$ cat config.mk
export PLATFORM = sky130hd
export DESIGN_NAME = cv32e40x_rf_scoreboard
export DESIGN_NICKNAME = d
export VERILOG_FILES = /design/src/rtl/cv32e40x_pkg.sv /design/src/rtl/cv32e40x_rf_scoreboard.sv
export SDC_FILE = /design/constraint.sdc
export NUM_CORES = 1
export LEC_CHECK = 0
export BUFFER_PORTS_ARGS = -buffer_cell sky130_fd_sc_hd__buf_2
export CAP_MARGIN = 20
export CELL_PAD_IN_SITES_DETAIL_PLACEMENT = 0
export CELL_PAD_IN_SITES_GLOBAL_PLACEMENT = 1
export CORE_ASPECT_RATIO = 1.2
export CORE_UTILIZATION = 45
export DETAILED_ROUTE_END_ITERATION = 6
export GPL_TIMING_DRIVEN = 1
export HOLD_SLACK_MARGIN = 0.05
export PLACE_DENSITY_LB_ADDON = 0.1
export REMOVE_ABC_BUFFERS = 1
export SYNTH_ARGS = -nofsm -noshare
export SYNTH_HDL_FRONTEND = slang
export SYNTH_SLANG_ARGS = --single-unit
$ cat constraint.sdc
create_clock -name clk -period 2.5 [get_ports clk]
set_clock_uncertainty 0.1 [all_clocks]
set_input_delay 0.25 -clock clk [delete_from_list [all_inputs] [get_ports clk]]
set_output_delay 0.25 -clock clk [all_outputs]
set_load 0.005 [all_outputs]
$ cat src/rtl/cv32e40x_pkg.sv
// Shared core types used by the register-file scoreboard.
package cv32e40x_pkg;

   typedef logic [4:0] rf_addr_t;

   localparam int REGFILE_NUM_READ_PORTS = 2;

   typedef enum logic {
      SB_RUN   = 1'b0,
      SB_DRAIN = 1'b1
   } sb_state_e;

endpackage

$ cat src/rtl/cv32e40x_rf_scoreboard.sv
// Register-file scoreboard: tracks long-latency writes in flight between
// ID issue and WB retire, stalls ID on RAW/WAW/capacity conflicts and
// drains uncancellable bus transactions after a flush.
//
//   state    | meaning
//   ---------+---------------------------------------------------------
//   SB_RUN   | normal tracking; long-latency issues set pending bits
//   SB_DRAIN | post-flush; bitmap empty, wait for outstanding retires
module cv32e40x_rf_scoreboard
   import cv32e40x_pkg::*;
#(
   parameter int NUM_READ_PORTS  = REGFILE_NUM_READ_PORTS,
   parameter int MAX_OUTSTANDING = 2
) (
   input  logic                                clk,
   input  logic                                rst_n,
   input  logic                                is_decoding_i,
   input  logic [NUM_READ_PORTS-1:0]           rf_re_i,
   input  rf_addr_t [NUM_READ_PORTS-1:0]       rf_raddr_i,
   input  logic                                rf_we_id_i,
   input  rf_addr_t                            rf_waddr_id_i,
   input  logic                                issue_i,
   input  logic                                issue_long_i,
   input  logic                                retire_i,
   input  rf_addr_t                            retire_waddr_i,
   input  logic                                flush_i,
   output logic                                stall_o,
   output logic [NUM_READ_PORTS-1:0]           fw_wb_hit_o,
   output logic                                busy_o,
   output logic                                draining_o,
   output logic                                err_o
);

   localparam int             CW      = $clog2(MAX_OUTSTANDING + 1);
   localparam logic [CW-1:0]  CNT_MAX = CW'(MAX_OUTSTANDING);

   logic [31:0]               pending_q, pending_d;
   logic [CW-1:0]             cnt_q, cnt_d;
   sb_state_e                 state_q, state_d;
   logic                      err_q, err_d;

   logic                      run;
   logic                      set_ev, clr_ev, set_ok;
   logic                      cnt_full, cnt_zero;
   logic [NUM_READ_PORTS-1:0] hit, fw_hit, raw;
   logic                      waw, cap;

   assign run      = (state_q == SB_RUN);
   assign clr_ev   = retire_i;
   assign cnt_full = (cnt_q == CNT_MAX);
   assign cnt_zero = (cnt_q == '0);
   assign set_ev   = issue_i & issue_long_i & rf_we_id_i & (rf_waddr_id_i != '0)
                     & run & ~flush_i;
   // A set at full capacity only lands if a retire frees a slot the same cycle.
   assign set_ok   = set_ev & ~(cnt_full & ~clr_ev);

   // Outstanding counter: simultaneous set and clear cancel; clamp at zero.
   always_comb begin
      cnt_d = cnt_q;
      if (set_ok && !clr_ev) begin
         cnt_d = cnt_q + CW'(1);
      end else if (!set_ok && clr_ev && !cnt_zero) begin
         cnt_d = cnt_q - CW'(1);
      end
   end

   // Pending bitmap: flush wipes it; otherwise clear then set so a new producer wins.
   always_comb begin
      pending_d = pending_q;
      if (flush_i) begin
         pending_d = '0;
      end else if (run) begin
         if (clr_ev) pending_d[retire_waddr_i] = 1'b0;
         if (set_ok) pending_d[rf_waddr_id_i]  = 1'b1;
      end
      pending_d[0] = 1'b0;
   end

   // Sticky protocol error: overflow, underflow, or retire of an untracked register.
   always_comb begin
      err_d = err_q
              | (set_ev & cnt_full & ~clr_ev)
              | (clr_ev & cnt_zero)
              | (clr_ev & run & ~pending_q[retire_waddr_i]);
   end

   // Per-port RAW detection, with WB forwarding covering a same-cycle retire.
   always_comb begin
      hit    = '0;
      fw_hit = '0;
      raw    = '0;
      for (int i = 0; i < NUM_READ_PORTS; i++) begin
         hit[i]    = rf_re_i[i] & (rf_raddr_i[i] != '0) & pending_q[rf_raddr_i[i]];
         fw_hit[i] = hit[i] & clr_ev & (retire_waddr_i == rf_raddr_i[i]);
         raw[i]    = hit[i] & ~fw_hit[i];
      end
   end

   assign waw = rf_we_id_i & (rf_waddr_id_i != '0) & pending_q[rf_waddr_id_i]
                & ~(clr_ev & (retire_waddr_i == rf_waddr_id_i));
   assign cap = issue_long_i & rf_we_id_i & cnt_full & ~clr_ev;

   // Datapath registers: bitmap, counter and error flag.
   always_ff @(posedge clk or negedge rst_n) begin
      if (!rst_n) begin
         pending_q <= '0;
         cnt_q     <= '0;
         err_q     <= 1'b0;
      end else begin
         pending_q <= pending_d;
         cnt_q     <= cnt_d;
         err_q     <= err_d;
      end
   end

   // FSM state register.
   always_ff @(posedge clk or negedge rst_n) begin
      if (!rst_n) begin
         state_q <= SB_RUN;
      end else begin
         state_q <= state_d;
      end
   end

   // FSM next state: drain after a flush while writes remain in flight.
   always_comb begin
      state_d = state_q;
      unique case (state_q)
         SB_RUN: begin
            if (flush_i) state_d = (cnt_d != '0) ? SB_DRAIN : SB_RUN;
         end
         SB_DRAIN: begin
            if (cnt_zero) state_d = SB_RUN;
         end
         default: state_d = SB_RUN;
      endcase
   end

   // FSM outputs: same-cycle stall and status.
   always_comb begin
      stall_o     = is_decoding_i & ((|raw) | waw | cap | (state_q == SB_DRAIN));
      fw_wb_hit_o = fw_hit;
      busy_o      = ~cnt_zero;
      draining_o  = (state_q == SB_DRAIN);
      err_o       = err_q;
   end

endmodule

==> flow_metrics.env <==
export IMPL_cts_tree="built"
export IMPL_status="complete, but fails checks"
export IMPL_vias=3410
export IMPL_maxCapViolCount=0
export IMPL_wirelength_mm=12.0
export IMPL_power_frac_clock_pct=32.4
export IMPL_via_per_inst=6.37
export IMPL_syn_area_um2=3290
export IMPL_p_switching_uw=552
export IMPL_final_hold_viol_count=0
export IMPL_cts_root_buf="clkbuf_8"
export IMPL_fmax_mhz=382
export IMPL_portBuffers=35
export IMPL_cts_buffer_depth=2
export IMPL_drive_gt1_share_pct=30.1
export IMPL_clock_latency_ns=0.29
export IMPL_dp_hpwl_mm=8.66
export IMPL_htree_levels=2
export IMPL_synth_warning_count=0
export IMPL_synth_edf_count=0
export IMPL_fin_util_pct=57.6
export IMPL_final_cells=535
export IMPL_seq_area_um2=881
export IMPL_cp_required_ns=2.15
export IMPL_layout_min_cycle_time_ns=2.62
export IMPL_final_fill_count=680
export IMPL_fin_nets=479
export IMPL_routedWlPerCell_um=22.4
export IMPL_ys_seq_area_share_pct=26.6
export IMPL_finalCritPeriodShare_pct=105
export IMPL_critical_path_class="reg -> out"
export IMPL_cp_max_fo=4
export IMPL_layout_common_cells="nand2_1, buf_4, buf_2, o21ai_0, nand3b_1"
export IMPL_seqPwrFrac_pct=35.8
export IMPL_synth_avg_cell_area_um2=8.61
export IMPL_antennaDiodeCount=0
export IMPL_ys_ff_latch=35
export IMPL_clk_pin_slew_ns=0.08
export IMPL_grt_total_usage_pct=33.2
export IMPL_r2r_start="pending_q[8]"
export IMPL_numCtsBuffers=5
export IMPL_drc=0
export IMPL_arrival_ns=2.27
export IMPL_leakagePower_nw=1.67
export IMPL_final_antenna_net_count=0
export IMPL_dp_slack_ns=0.0320
export IMPL_first_pass_iters=5
export IMPL_synth_cells=382
export IMPL_grt_max_degree=36
export IMPL_dpl_cell_count=516
export IMPL_clkSinkCount=35
export IMPL_end_kind="output port"
export IMPL_combPwrFrac_pct=31.8
export IMPL_grt_pass1_wl_mm=18.3
export IMPL_hp_start="rf_waddr_id_i[4]"
export IMPL_rsz0062_at_grt="true"
export IMPL_finalPower_mw=1.68
export IMPL_synthFlopType="dfrtp_1"
export IMPL_ios=36
export IMPL_slew_headroom_pct=45.9
export IMPL_layout_cells_most_common="nand2_1"
export IMPL_power_internal_mw=1.12
export IMPL_vdd_ir_drop_worst_mv=0.464
export IMPL_ys_types=53
export IMPL_design_die_area_um2=7660
export IMPL_swShare_pct=32.9
export IMPL_async_flop_share_pct=100
export IMPL_start_util_pct=47.4
export IMPL_die_x_um=80.1
export IMPL_syn_to_final_growth_pct=21.4
export IMPL_die_y_um=95.7
export IMPL_core_area_um2=6940
export IMPL_start_kind="register"
export IMPL_violations="negative setup slack"
export IMPL_routabilityCongestion=0.953
export IMPL_drt_iter0_drc=379
export IMPL_critPathLaunch="pending_q[4]"
export IMPL_p_per_area_nw_per_um2=420
export IMPL_grt_pass1_vias=3268
export IMPL_gr_total_overflow=0
export IMPL_hp_class="in -> reg"
export IMPL_setup_ws_ns=-0.116
export IMPL_num_rows=33
export IMPL_multi_input_area_um2=2270
export IMPL_antenna_found_initial=0
export IMPL_slew_violations=0
export IMPL_setup_viol=1
export IMPL_tightest_slew_ns=0.811
export IMPL_fin_tns_setup_ns=-0.116
[routing by layer]
metal,GRT usage [%],wire length [um]
met5,0,0
met4,11.2,432
met3,4.50,950
met2,55.5,5620
met1,44.1,4960
[Yosys cell counts (2+ instances only)]
cell type	number	area, um^2
xnor2_1	4	35.0
or2_2	3	18.8
a311oi_1	3	26.3
nor4_1	5	31.3
dfrtp_1	35	876
inv_1	12	45.0
a31oi_1	6	37.5
o211a_1	2	20.0
nand2b_1	6	37.5
ha_1	2	25.0
mux2_2	8	90.1
nor3b_1	3	22.5
o31ai_1	3	22.5
o21ai_0	34	170
nand4_1	3	18.8
buf_2	8	40.0
a22oi_1	5	37.5
clkbuf_1	18	67.6
o21ai_1	2	10.0
xor2_1	12	105
nor3_1	12	60.1
a21oi_1	2	10.0
a221oi_1	3	26.3
nand3_1	12	60.1
or4_1	3	22.5
mux4_2	14	315
a211oi_1	2	15.0
nand2_1	55	206
mux2i_1	19	190
mux4_1	2	52.6
nor2b_1	13	81.3
buf_1	2	7.51
nor2_1	14	52.6
a2111oi_0	4	35.0
nand3b_1	33	248
[power groups by stage]
stage                     clock (mW)  combinational [mW]  sequential (mW)
after floorplan                    0               0.265            0.625
after global placement             0               0.513            0.610
after detailed placement           0               0.520            0.612
after CTS                      0.548               0.529            0.600
after global routing           0.568               0.586            0.604
final                          0.543               0.534            0.600
[metrics by stage]
step	hold WS, ns	instance area, um^2
6_report	0.238	4000
5_1_grt	0.257	4000
4_1_cts	0.231	3950
3_5_place_dp	0.292	3760
3_3_place_gp	0.287	3760
2_1_floorplan	-0.146	3160
[kinds of logic (layout without fill, tap and decap cells)]
family          Yosys count  after routing  share of synthesized area (%)
compound gates           72             72                           14.4
xor+xnor                 16             16                           4.26
fa+ha+maj                 2              2                          0.760
buf+inv                  42            108                           5.44
flops                    35             35                           26.6
mux                      44             44                           20.0
simple gates            171            171                           28.5
[final cells by class]
class / instances / share of cell area, %
Tap cell: 87 / 2.72
Clock inverter: 2 / 0.877
Inverter: 12 / 1.13
Multi-Input combinational cell: 305 / 56.8
Sequential cell: 35 / 22.0
Clock buffer: 6 / 2.07
Timing Repair Buffer: 88 / 14.4
[state kept, by name, summed over array words and instances, names as in the netlist]
signal      cells
pending_q      31
cnt_q           2
draining_o      1
err_o           1
[critical path, stage by stage, from the launching register on]
cell     delay (ns)
dfrtp_1        0.41
mux4_2         0.26
nor2b_1        0.04
or4_1          0.46
and4_4         0.18
or3b_4         0.37
a41oi_2        0.13
buf_2          0.13
[worst paths after layout]
| check | to | slack [ns] | depth (start not counted) |
|---|---|---|---|
| worst max register to register | err_o | 0.25 | 7 |
| min in group asynchronous | draining_o | 0.48 | 2 |
| worst min-delay path | pending_q[31] | 0.24 | 3 |
| worst max-delay path | stall_o | -0.12 | 7 |
| max in group asynchronous | pending_q[9] | 1.26 | 2 |
| worst min register to register | err_o | 0.43 | 2 |
[repair_timing]
action / CTS / global route
buffers inserted: 6 / 6
setup endpoints to repair: 2 / 2
resized for setup: 5 / 8
hold buffers: 1 / 0
endpoints found under the hold margin: 35 / 0
pin swaps: 4 / 2
(Power assumes the default switching activity.)
